$ cat src/rtl/mono_ro_seq.sv
// Token-driven Monopix2 column readout sequencer: synchronises TokOut, sequences
// FREEZE/READ/SHIFT_EN per hit word, counts hits and guards against stuck tokens.
module mono_ro_seq #(
   parameter int DATA_BITS = 27,
   parameter int CNT_W     = 8,
   parameter int HIT_W     = 16
) (
   input  logic             CLK,
   input  logic             nRST,
   input  logic             EN,
   input  logic             TOKEN,
   input  logic             FIFO_FULL,
   input  logic [CNT_W-1:0] CONF_FRZ_DLY,
   input  logic [CNT_W-1:0] CONF_RD_HI,
   input  logic [CNT_W-1:0] CONF_HOLD,
   input  logic [HIT_W-1:0] CONF_MAX_HITS,
   input  logic             CLR_ERR,
   output logic             FREEZE,
   output logic             READ,
   output logic             SHIFT_EN,
   output logic             WORD_VALID,
   output logic [HIT_W-1:0] HIT_CNT,
   output logic             BUSY,
   output logic             OVF_ERR
);

   localparam int BIT_W = $clog2(DATA_BITS + 1);
   localparam logic [BIT_W-1:0] LAST_BIT = BIT_W'(DATA_BITS - 1);

   typedef enum logic [2:0] {
      IDLE     = 3'd0,
      FRZ_WAIT = 3'd1,
      READ_ST  = 3'd2,
      SHIFT    = 3'd3,
      CHECK    = 3'd4,
      HOLD     = 3'd5
   } state_t;

   state_t           state_q, state_d;
   logic [CNT_W-1:0] cnt_q, cnt_d;
   logic [BIT_W-1:0] bit_cnt_q, bit_cnt_d;
   logic [HIT_W-1:0] hit_q, hit_d;
   logic             freeze_q, freeze_d;
   logic             read_q, read_d;
   logic             shift_q, shift_d;
   logic             wv_q, wv_d;
   logic             busy_q, busy_d;
   logic             ovf_q, ovf_d;
   logic             tok_p0_q, tok_p1_q;

   // Counter load for the READ phase: a zero setting still gives one READ cycle.
   function automatic logic [CNT_W-1:0] rd_load(input logic [CNT_W-1:0] c);
      return (c == '0) ? '0 : c - 1'b1;
   endfunction

   function automatic logic [HIT_W-1:0] sat_inc(input logic [HIT_W-1:0] h);
      return (h == '1) ? h : h + 1'b1;
   endfunction

   always_comb begin
      state_d   = state_q;
      cnt_d     = cnt_q;
      bit_cnt_d = bit_cnt_q;
      hit_d     = hit_q;
      freeze_d  = freeze_q;
      read_d    = read_q;
      shift_d   = shift_q;
      wv_d      = 1'b0;
      ovf_d     = ovf_q & ~CLR_ERR;

      case (state_q)
         IDLE: begin
            if (EN && tok_p1_q) begin
               freeze_d = 1'b1;
               hit_d    = '0;
               cnt_d    = CONF_FRZ_DLY;
               state_d  = FRZ_WAIT;
            end
         end
         FRZ_WAIT: begin
            if (cnt_q == '0) begin
               read_d  = 1'b1;
               cnt_d   = rd_load(CONF_RD_HI);
               state_d = READ_ST;
            end else begin
               cnt_d = cnt_q - 1'b1;
            end
         end
         READ_ST: begin
            if (cnt_q == '0) begin
               read_d    = 1'b0;
               shift_d   = 1'b1;
               bit_cnt_d = LAST_BIT;
               state_d   = SHIFT;
               if (DATA_BITS == 1) begin
                  wv_d  = 1'b1;
                  hit_d = sat_inc(hit_q);
               end
            end else begin
               cnt_d = cnt_q - 1'b1;
            end
         end
         SHIFT: begin
            // WORD_VALID and the hit increment land together on the final bit cycle.
            if (bit_cnt_q == '0) begin
               shift_d = 1'b0;
               state_d = CHECK;
            end else begin
               bit_cnt_d = bit_cnt_q - 1'b1;
               if (bit_cnt_q == BIT_W'(1)) begin
                  wv_d  = 1'b1;
                  hit_d = sat_inc(hit_q);
               end
            end
         end
         CHECK: begin
            if (!EN || !tok_p1_q) begin
               cnt_d   = CONF_HOLD;
               state_d = HOLD;
            end else if ((CONF_MAX_HITS != '0) && (hit_q >= CONF_MAX_HITS)) begin
               ovf_d   = 1'b1;
               cnt_d   = CONF_HOLD;
               state_d = HOLD;
            end else if (!FIFO_FULL) begin
               read_d  = 1'b1;
               cnt_d   = rd_load(CONF_RD_HI);
               state_d = READ_ST;
            end
         end
         HOLD: begin
            if (cnt_q == '0) begin
               freeze_d = 1'b0;
               state_d  = IDLE;
            end else begin
               cnt_d = cnt_q - 1'b1;
            end
         end
         default: begin
            state_d  = IDLE;
            freeze_d = 1'b0;
            read_d   = 1'b0;
            shift_d  = 1'b0;
         end
      endcase

      busy_d = (state_d != IDLE);
   end

   always_ff @(posedge CLK) begin
      if (!nRST) begin
         state_q   <= IDLE;
         cnt_q     <= '0;
         bit_cnt_q <= '0;
         hit_q     <= '0;
         freeze_q  <= 1'b0;
         read_q    <= 1'b0;
         shift_q   <= 1'b0;
         wv_q      <= 1'b0;
         busy_q    <= 1'b0;
         ovf_q     <= 1'b0;
         tok_p0_q  <= 1'b0;
         tok_p1_q  <= 1'b0;
      end else begin
         state_q   <= state_d;
         cnt_q     <= cnt_d;
         bit_cnt_q <= bit_cnt_d;
         hit_q     <= hit_d;
         freeze_q  <= freeze_d;
         read_q    <= read_d;
         shift_q   <= shift_d;
         wv_q      <= wv_d;
         busy_q    <= busy_d;
         ovf_q     <= ovf_d;
         tok_p0_q  <= TOKEN;
         tok_p1_q  <= tok_p0_q;
      end
   end

   assign FREEZE     = freeze_q;
   assign READ       = read_q;
   assign SHIFT_EN   = shift_q;
   assign WORD_VALID = wv_q;
   assign HIT_CNT    = hit_q;
   assign BUSY       = busy_q;
   assign OVF_ERR    = ovf_q;

endmodule

$ cat config.mk
export PLATFORM = sky130hd
export DESIGN_NAME = mono_ro_seq
export DESIGN_NICKNAME = d
export VERILOG_FILES = /design/src/rtl/mono_ro_seq.sv
export SDC_FILE = /design/constraint.sdc
export NUM_CORES = 1
export LEC_CHECK = 0
export BUFFER_PORTS_ARGS = -buffer_cell sky130_fd_sc_hd__clkbuf_2
export CORE_MARGIN = 2
export CORE_UTILIZATION = 56
export CTS_BUF_LIST = sky130_fd_sc_hd__clkbuf_4
export DETAILED_ROUTE_END_ITERATION = 8
export GPL_ROUTABILITY_DRIVEN = 1
export PLACE_DENSITY = 0.83
export SKIP_LAST_GASP = 1
export SLEW_MARGIN = 20
export SYNTH_ARGS = -nofsm -noshare
export SYNTH_HDL_FRONTEND = slang
export SYNTH_SLANG_ARGS = --single-unit
$ cat constraint.sdc
create_clock -name CLK -period 3.4 [get_ports CLK]
set_input_delay 0.68 -clock CLK [delete_from_list [all_inputs] [get_ports CLK]]
set_output_delay 0.68 -clock CLK [all_outputs]
set_load 0.005 [all_outputs]
==> reports/qor.csv <==
stage;metric;value;unit
clocking;clock_latency;0.36;ns
synth;ys_ff_latch;40;
setup_path;reg2reg_depth;8;
synth;async_flop_share;0;%
global_routing;grt_pass1_wl;12.9;mm
timing;finalSetupViolCount;0;
global_routing;grt_max_degree;20;
finish;drive_above_1_share;20.5;%
setup_path;path_cells;clkbuf_2 > inv_1 > ha_1 > a211oi_1 > nor2_1 > or3_1 > nor4_1 > or3_1 > nor2_1 > a211o_1;
die;die_h;76.8;µm
drt;avgRoutedWirePerCell;15.1;µm
power_and_ir_drop;irDropWorstVdd;291;µV
clocking;cts_tree;done;
timing;clock-skew-final;0.0207;ns
synth;synth_nets;457;
finish;layout_commonest_cell;clkbuf_2;
die;core_area;5110;µm²
placement;dp_slack;0.311;ns
timing;setup_slack;0.672;ns
finish;synthToLayoutAreaGrowth;17.0;%
timing;slew_viol_final;0;
placement;gp_congestion;0.927;
clocking;numCtsBuffers;5;
setup_path;rr_endpoint;cnt_q[0];
timing;tightest_slew;0.597;ns
setup_path;crit_type;input pin to register;
timing;finalCritPeriodShare;80.2;%
drt;vias_per_cell;5.92;
die;ios;68;
timing;relSlewSlack;60.1;%
power_and_ir_drop;power.density;334;nW/µm²
placement;portBuffers;67;
finish;nNetsFinal;525;
hold_path;hold_end;tok_p1_q;
die;dieArea;5910;µm²
die;initial_core_util;58.2;%
setup_path;worstPathMaxFanout;10;
synth;ys_seq_area_share;26.9;%
clocking;cts_hold_buf;0;
clocking;ctsResizeCount;0;
clocking;post_cts_buffers;0;
timing;post-route-min-period;2.73;ns
drt;drc;0;
setup_path;required;3.67;ns
synth;synth_area;2970;µm²
setup_path;path_buf_inv;2;
setup_path;cp-start-kind;input pin;
placement;dpl.hpwl;6.14;mm
timing;max_freq;0.367;GHz
finish;layout_common_cells;clkbuf_2, nor2_1, dfxtp_1, nand2_1, inv_1;
setup_path;worstSetupPathDepth;10;
hold_path;min_path_cells;1;
global_routing;grt_usage;26.6;%
die;die_w;76.8;µm
die;num_rows;26;
global_routing;antenna_found_initial;0;
synth;ys.flop_type;dfxtp_1;
finish;diodes;0;
clocking;h-tree-depth;2;
hold_path;min_from;tok_p0_q;
timing;rsz0062_at_grt;no;
power_and_ir_drop;power_leakage;0.00156;µW
synth;synthDistinctLibCells;55;
hold_path;min_path_type;register to register;
setup_path;cpMaxStageDelayCell;or3_1;
run;drv_cap;0;
setup_path;crit_path_end_kind;register;
drt;drtIter0Drc;185;
drt;drtPass1Iterations;7;
setup_path;worstPathArrival;3.00;ns
global_routing;grt_pass1_vias;2858;
timing;fin_tns_setup;0;ns
synth;avgSynthCellArea;7.64;µm²
drt;vias;3127;
clocking;clk_pin_slew;0.14;ns
setup_path;ff2ff_setup_slack;0.70;ns
timing;hold_viol_final;0;
setup_path;critPathMaxStageDelay;0.43;ns
synth;ys_warn_count;0;
setup_path;crit_family;simple AND/OR/NAND/NOR gates;
global_routing;grt_overflow;0;
clocking;cts_root_buf;clkbuf_4;
clocking;cts.path.max_buffers;2;
drt;antenna_left;0;
drt;wl;7.98;mm
outcome;status;completed;
setup_path;regToRegStartpoint;HIT_CNT[13];
clocking;cts.sinks;40;
synth;synth_edf_count;0;
synth;netlist_instances;389;
[cells by family (layout without fill, tap and decap cells)]
kind of cell    after synthesis  after routing  synth area share (%)
flops                        40             40                  26.9
simple gates                166            166                  28.4
xor+xnor                     29             29                  8.55
fa+ha+maj                    22             22                  9.26
compound gates               84             84                  19.2
buf+inv                      42            111                  5.52
mux                           6              6                  2.06
[sequential cells by signal, summed over array words and instances (netlist names)]
| register | flops |
|---|---|
| BUSY | 1 |
| FREEZE | 1 |
| HIT_CNT | 16 |
| OVF_ERR | 1 |
| READ | 1 |
| SHIFT_EN | 1 |
| WORD_VALID | 1 |
| bit_cnt_q | 5 |
| cnt_q | 8 |
| state_q | 3 |
| tok_p0_q | 1 |
| tok_p1_q | 1 |
[per-stage QoR]
stage | std cells | instance area, µm² | utilization (%) | hold slack (ns) | total power, µW
after floorplan | 389 | 2970 | - | 0.412 | 741
after global placement | 520 | 3400 | 66.5 | 0.415 | 831
after detailed placement | 520 | 3400 | 66.5 | 0.423 | 839
after CTS | 528 | 3480 | 68.1 | 0.454 | 1160
after global routing | 528 | 3480 | 68.1 | 0.461 | 1220
final | 528 | 3480 | 68.1 | 0.453 | 1160
[metal layers]
| metal | vias to the layer above | wire, µm | GRT usage [%] |
|---|---|---|---|
| met4 | 0 | 180 | 9.27 |
| met1 | 1433 | 3610 | 36.0 |
| met2 | 130 | 3690 | 43.2 |
| li1 | 1545 | - | - |
| met5 | - | 0 | 0 |
| met3 | 19 | 500 | 3.88 |
[worst max-delay path by stage]
stage / from / to
3_5_place_dp: CONF_MAX_HITS[13] / cnt_q[0]
5_1_grt: CONF_MAX_HITS[13] / cnt_q[5]
4_1_cts: CONF_MAX_HITS[13] / cnt_q[0]
6_report: CONF_MAX_HITS[13] / cnt_q[0]
2_1_floorplan: CONF_MAX_HITS[13] / cnt_q[2]
3_3_place_gp: CONF_MAX_HITS[13] / cnt_q[0]
[synthesized netlist by cell type, types with 3 or more instances]
master | n | area (µm²)
a221oi_1 | 5 | 43.8
a31oi_1 | 7 | 43.8
buf_2 | 5 | 25.0
nor3_1 | 13 | 65.1
nand3_1 | 11 | 55.1
o21ai_0 | 16 | 80.1
ha_1 | 22 | 275
nor2b_1 | 6 | 37.5
a211oi_1 | 4 | 30.0
clkbuf_1 | 7 | 26.3
o31ai_1 | 4 | 30.0
nand2_1 | 36 | 135
nand4_1 | 10 | 62.6
inv_1 | 27 | 101
and3_1 | 7 | 43.8
or3_1 | 6 | 37.5
and2_1 | 7 | 43.8
o21a_1 | 3 | 22.5
dfxtp_1 | 40 | 801
nor2_1 | 45 | 169
a21oi_1 | 22 | 110
mux2i_1 | 5 | 50.1
xnor2_1 | 14 | 123
xor2_1 | 15 | 131
nor4_1 | 11 | 68.8
[final cells by class]
type	instances	area, µm²
Inverter	28	105
Clock inverter	3	42.5
Multi-Input combinational cell	307	2010
Tap cell	70	87.6
Fill cell	434	1630
Clock buffer	5	37.5
Timing Repair Buffer	75	395
Sequential cell	40	801
[where the power goes]
group	switching, µW	internal (µW)	total, µW
logic	189	132	322
registers	23.8	492	516
clock network	172	153	325
Note: power is estimated with default switching activity, not from simulation.
